$ cat src/rtl/apb_pkg.sv
// Shared APB definitions: transfer state type and default bus/timeout sizes.
// Used by apb_master, the APB slaves and the bench.
package apb_pkg;

   localparam int unsigned ADDR_W_DEF  = 32;
   localparam int unsigned DATA_W_DEF  = 32;
   localparam int unsigned TIMEOUT_DEF = 255;

   typedef enum logic [1:0] {
      ST_IDLE   = 2'd0,
      ST_SETUP  = 2'd1,
      ST_ACCESS = 2'd2
   } apb_state_e;

endpackage

$ cat src/rtl/apb_timeout_cnt.sv
// ACCESS-phase wait counter; expired flags the wait cycle that reaches LIMIT.
module apb_timeout_cnt
   import apb_pkg::*;
#(
   parameter int unsigned LIMIT = TIMEOUT_DEF
) (
   input  logic pclk,
   input  logic rst,
   input  logic clear,
   input  logic inc,
   output logic expired
);

   logic [15:0] cnt_q;

   always_ff @(posedge pclk or posedge rst) begin
      if (rst)
         cnt_q <= 16'd0;
      else if (clear)
         cnt_q <= 16'd0;
      else if (inc)
         cnt_q <= cnt_q + 16'd1;
   end

   // High in the wait cycle whose increment would bring the count to LIMIT.
   assign expired = inc & (cnt_q == 16'(LIMIT - 1));

endmodule

$ cat src/rtl/apb_master.sv
// Single-outstanding APB initiator: command handshake in, SETUP/ACCESS out, one-cycle response.
// Optional ACCESS timeout abort is compiled in with APB_MASTER_TIMEOUT_EN.
module apb_master
   import apb_pkg::*;
#(
   parameter int unsigned ADDR_W         = ADDR_W_DEF,
   parameter int unsigned DATA_W         = DATA_W_DEF,
   parameter int unsigned TIMEOUT_CYCLES = TIMEOUT_DEF
) (
   input  logic                pclk,
   input  logic                rst,
   input  logic                cmd_valid,
   output logic                cmd_ready,
   input  logic                cmd_write,
   input  logic [ADDR_W-1:0]   cmd_addr,
   input  logic [DATA_W-1:0]   cmd_wdata,
   input  logic [DATA_W/8-1:0] cmd_strb,
   output logic                rsp_valid,
   output logic [DATA_W-1:0]   rsp_rdata,
   output logic                rsp_err,
   output logic                rsp_timeout,
   output logic                psel,
   output logic                penable,
   output logic                pwrite,
   output logic [ADDR_W-1:0]   paddr,
   output logic [DATA_W-1:0]   pwdata,
   output logic [DATA_W/8-1:0] pstrb,
   input  logic                pready,
   input  logic                pslverr,
   input  logic [DATA_W-1:0]   prdata
);

   if (TIMEOUT_CYCLES < 1 || TIMEOUT_CYCLES > 65535) begin : g_bad_timeout
      $error("apb_master: TIMEOUT_CYCLES must be in 1..65535");
   end

   apb_state_e          state_q, state_d;
   logic                psel_d, penable_d, pwrite_d;
   logic [ADDR_W-1:0]   paddr_d;
   logic [DATA_W-1:0]   pwdata_d;
   logic [DATA_W/8-1:0] pstrb_d;
   logic                rsp_valid_d, rsp_err_d, rsp_timeout_d;
   logic [DATA_W-1:0]   rsp_rdata_d;
   logic                done, accept, abort;

   assign done      = (state_q == ST_ACCESS) & pready;
   assign cmd_ready = ~rst & ((state_q == ST_IDLE) | done);
   assign accept    = cmd_valid & cmd_ready;

`ifdef APB_MASTER_TIMEOUT_EN
   logic expired;

   apb_timeout_cnt #(.LIMIT(TIMEOUT_CYCLES)) u_timeout (
      .pclk    (pclk),
      .rst     (rst),
      .clear   (state_q == ST_SETUP),
      .inc     ((state_q == ST_ACCESS) & ~pready),
      .expired (expired)
   );

   // expired already implies ACCESS with pready low, so pready always wins.
   assign abort = expired;
`else
   assign abort = 1'b0;
`endif

   // Next state, next APB outputs and next response.
   always_comb begin
      state_d       = state_q;
      pwrite_d      = pwrite;
      paddr_d       = paddr;
      pwdata_d      = pwdata;
      pstrb_d       = pstrb;
      rsp_valid_d   = 1'b0;
      rsp_rdata_d   = rsp_rdata;
      rsp_err_d     = rsp_err;
      rsp_timeout_d = rsp_timeout;

      case (state_q)
         ST_IDLE:   if (accept) state_d = ST_SETUP;
         ST_SETUP:  state_d = ST_ACCESS;
         ST_ACCESS: begin
            if (done)
               state_d = accept ? ST_SETUP : ST_IDLE;
            else if (abort)
               state_d = ST_IDLE;
         end
         default:   state_d = ST_IDLE;
      endcase

      if (accept) begin
         pwrite_d = cmd_write;
         paddr_d  = cmd_addr;
         pwdata_d = cmd_write ? cmd_wdata : '0;
         pstrb_d  = cmd_write ? cmd_strb : '0;
      end

      if (done) begin
         rsp_valid_d   = 1'b1;
         rsp_rdata_d   = pwrite ? '0 : prdata;
         rsp_err_d     = pslverr;
         rsp_timeout_d = 1'b0;
      end else if (abort) begin
         rsp_valid_d   = 1'b1;
         rsp_rdata_d   = '0;
         rsp_err_d     = 1'b1;
         rsp_timeout_d = 1'b1;
      end

      psel_d    = (state_d != ST_IDLE);
      penable_d = (state_d == ST_ACCESS);
   end

   always_ff @(posedge pclk or posedge rst) begin
      if (rst) begin
         state_q     <= ST_IDLE;
         psel        <= 1'b0;
         penable     <= 1'b0;
         pwrite      <= 1'b0;
         paddr       <= '0;
         pwdata      <= '0;
         pstrb       <= '0;
         rsp_valid   <= 1'b0;
         rsp_rdata   <= '0;
         rsp_err     <= 1'b0;
         rsp_timeout <= 1'b0;
      end else begin
         state_q     <= state_d;
         psel        <= psel_d;
         penable     <= penable_d;
         pwrite      <= pwrite_d;
         paddr       <= paddr_d;
         pwdata      <= pwdata_d;
         pstrb       <= pstrb_d;
         rsp_valid   <= rsp_valid_d;
         rsp_rdata   <= rsp_rdata_d;
         rsp_err     <= rsp_err_d;
         rsp_timeout <= rsp_timeout_d;
      end
   end

endmodule

$ cat config.mk
export PLATFORM = sky130hd
export DESIGN_NAME = apb_master
export DESIGN_NICKNAME = d
export VERILOG_FILES = /design/src/rtl/apb_pkg.sv /design/src/rtl/apb_timeout_cnt.sv /design/src/rtl/apb_master.sv
export SDC_FILE = /design/constraint.sdc
export NUM_CORES = 1
export LEC_CHECK = 0
export ABC_AREA = 1
export CORE_MARGIN = 2
export CORE_UTILIZATION = 46
export CTS_CLUSTER_DIAMETER = 200
export CTS_CLUSTER_SIZE = 28
export DETAILED_ROUTE_END_ITERATION = 10
export PLACE_DENSITY_LB_ADDON = 0.1
export SLEW_MARGIN = 25
export SYNTH_ARGS = -nofsm -noshare
export SYNTH_HDL_FRONTEND = slang
export SYNTH_SLANG_ARGS = --single-unit
$ cat constraint.sdc
create_clock -name pclk -period 1.7 [get_ports pclk]
set_input_delay 0.17 -clock pclk [delete_from_list [all_inputs] [get_ports pclk]]
set_output_delay 0.17 -clock pclk [all_outputs]
set_load 0.005 [all_outputs]
==> load_flow_metrics.sql <==
INSERT INTO impl_metrics (metric_group, metric, value, unit) VALUES
('floorplanning', 'floorplan.core_area', '10300', 'µm²'),
('floorplanning', 'fp-row-count', '37', ''),
('synthesis', 'synth_area_leader_cell', 'dfrtp_1', ''),
('detailed_routing', 'remaining_number_of_nets_flagged_by_the_antenna_check_after_routing', '0', ''),
('floorplanning', 'fp.dieArea', '11400', 'µm²'),
('layout', 'flow.area_growth_from_synthesis', '47.1', '%'),
('timing', 'fin_crit', '1450', 'ps'),
('global_route', 'global_route_wire_length_before_repair', '20600', 'µm'),
('outcome', 'run_status', 'finished, final reports clean', ''),
('placement', 'post-place-ws', '79.9', 'ps'),
('global_route', 'grt_antenna_before_repair', '0', ''),
('detailed_routing', 'vias', '4332', ''),
('layout', 'final_util', '0.697', ''),
('detailed_routing', 'remaining_drc_errors', '0', ''),
('pwr', 'seq_power_share', '0.466', ''),
('setup_path', 'critPathTopFamily', 'buffers and inverters', ''),
('pwr', 'worst_ir_drop_vdd', '0.421', 'mV'),
('global_route', 'pin_count_of_the_biggest_net_entering_global_routing', '73', ''),
('placement', 'hpwlAfterDp', '8740', 'µm'),
('hold_path', 'hold_path_class', 'input port to asynchronous set/reset pin', ''),
('job', 'maxCapViolations', '0', ''),
('detailed_routing', 'vias_per_cell', '4.89', ''),
('layout', 'diodes', '0', ''),
('pwr', 'cell_internal_pwr', '5.12', 'mW'),
('timing', 'finalCritPeriodShare', '0.855', ''),
('floorplanning', 'initial_utilization', '0.474', ''),
('clock_tree', 'clkTransAtPathRegs', '90', 'ps'),
('timing', 'final_number_of_max_transition_violations', '0', ''),
('timing', 'grt_setup_unrepaired', 'no', ''),
('timing', 'skew', '9.50', 'ps'),
('setup_path', 'startpoint_type', 'flip-flop', ''),
('global_route', 'grt_usage', '0.225', ''),
('setup_path', 'crit_required', '1530', 'ps'),
('setup_path', 'crit_chain', 'clkdlybuf4s50_1', ''),
('placement', 'detailed_place.area', '6950', 'µm²'),
('synthesis', 'ys_ff_latch', '107', ''),
('floorplanning', 'ios', '213', ''),
('layout', 'fraction_of_layout_instances_using_a_drive_strength_above_1', '0.0734', ''),
('synthesis', 'syn-instance-count', '547', ''),
('pwr', 'power_dissipated_by_switching_net_loads', '2.08', 'mW'),
('placement', 'place.detailed.instances', '866', ''),
('clock_tree', 'worst_skew_pair.late_latency', '360', 'ps'),
('detailed_routing', 'drt-wirelength-per-cell', '14.4', 'µm'),
('setup_path', 'worstSetupPathType', 'flip-flop to output pin', ''),
('synthesis', 'synth.yosys.warnings', '0', ''),
('setup_path', 'critical_path.max_stage_delay', '560', 'ps'),
('pwr', 'power_per_cell_area', '1000', 'nW/µm²'),
('synthesis', 'syn-num-nets', '653', ''),
('floorplanning', 'die-width', '107', 'µm'),
('layout', 'num-nets-final', '850', ''),
('placement', 'port_buffers', '211', ''),
('clock_tree', 'tritoncts_num_sinks', '107', ''),
('synthesis', 'post-synth-top-area-fraction', '0.550', ''),
('timing', 'max_freq', '688', 'MHz'),
('placement', 'finalWeightedCongestion', '0.763', ''),
('timing', 'setup-violations-final', '0', ''),
('setup_path', 'cpMaxStageDelayCell', 'clkdlybuf4s50_1', ''),
('timing', 'timing.setup.tns', '0', 'ps'),
('synthesis', 'post_synth.cell_area_avg', '8.90', 'µm²'),
('floorplanning', 'die_h', '107', 'µm'),
('synthesis', 'post_synth_main_area_contributors', 'dfrtp_1 (55%), nand2_1 (19%), nand4_1 (8.9%), buf_6 (5.1%), inv_1 (3.1%)', ''),
('timing', 'report.final.hold_viol_count', '0', ''),
('synthesis', 'synthesis.area', '4870', 'µm²'),
('clock_tree', 'clock_tree_from_tritoncts', 'done', ''),
('layout', 'finish.instance_area', '7160', 'µm²'),
('clock_tree', 'cts_htree_levels', '3', ''),
('clock_tree', 'cts_inserted_buffers', '9', ''),
('synthesis', 'part_of_the_yosys_area_used_for_sequential_elements', '0.550', ''),
('clock_tree', 'postCtsHoldBufs', '0', ''),
('timing', 'whs', '124', 'ps'),
('clock_tree', 'clock_root_buffer_master', 'clkbuf_8', '');
-- sequential cells by signal (all words and copies together) (netlist names) --
register and cells:
pstrb 4, rsp_err 1, psel 1, state_q 2
rsp_valid 1, pwrite 1, paddr 32, penable 1
pwdata 32, rsp_rdata 32
-- metal layers --
metal | GRT usage | wire length, µm | vias up
li1 | - | - | 2138
met1 | 0.303 | 5560 | 2038
met2 | 0.365 | 6090 | 144
met3 | 0.0535 | 903 | 12
met4 | 0.0677 | 159 | 0
met5 | 0 | 0 | -
-- kinds of logic after synthesis --
family,count (synthesis),synth area share
flip-flops,107,0.550
other,1,0.000770
AND/OR/NAND/NOR,318,0.286
AO/OA/AOI/OAI,34,0.0473
buffers and inverters,87,0.116
-- synthesized netlist by cell type --
master	number
buf_6	22
conb_1	1
a21oi_4	1
clkbuf_8	3
o21ai_2	13
inv_2	3
nand4_1	69
clkbuf_2	1
nand4_4	1
nor2_1	3
nand3_2	1
buf_4	10
dfrtp_1	107
buf_2	4
inv_1	40
o21ai_0	20
nand2_1	244
clkbuf_1	4
-- final cells by class --
cell class / instances / area (µm²)
clock buffers: 12 / 155
repair buffers: 230 / 2340
fillers: 836 / 3120
flip-flops and latches: 107 / 2680
inverters: 43 / 166
well taps: 136 / 170
clock inverters: 4 / 25.0
multi-input cells: 353 / 1620
-- repair_timing --
action | in CTS | in global routing
gates cloned | 0 | 0
gates resized for setup | 1 | 1
endpoints found under the setup margin | 1 | 1
buffers inserted | 3 | 0
-- worst paths after layout --
kind / startpoint / end / slack, ps / cells past startpoint
setup reg to reg: state_q[1]$_DFF_PP0_ / pstrb[0]$_DFFE_PP0P_ / 340 / 5
hold / removal: rst / psel$_DFF_PP0_ / 120 / 2
min in group pclk: cmd_valid / paddr[22]$_DFFE_PP0P_ / 270 / 3
hold reg to reg: pwdata[0]$_DFFE_PP0P_ / pwdata[0]$_DFFE_PP0P_ / 480 / 2
max in group asynchronous: rst / rsp_rdata[9]$_DFFE_PP0P_ / 840 / 4
setup / recovery: pstrb[3]$_DFFE_PP0P_ / pstrb[3] / 250 / 1
-- power groups by stage --
| stage | sequential [mW] | clock [mW] | combinational (mW) |
|---|---|---|---|
| 4_1_cts | 3.36 | 1.48 | 2.44 |
| 3_5_place_dp | 3.40 | 0 | 2.42 |
| 6_report | 3.35 | 1.43 | 2.40 |
| 5_1_grt | 3.42 | 1.60 | 2.63 |
| 2_1_floorplan | 3.44 | 0 | 0.863 |
| 3_3_place_gp | 3.39 | 0 | 2.37 |
Power figures use the tool's default switching activity.
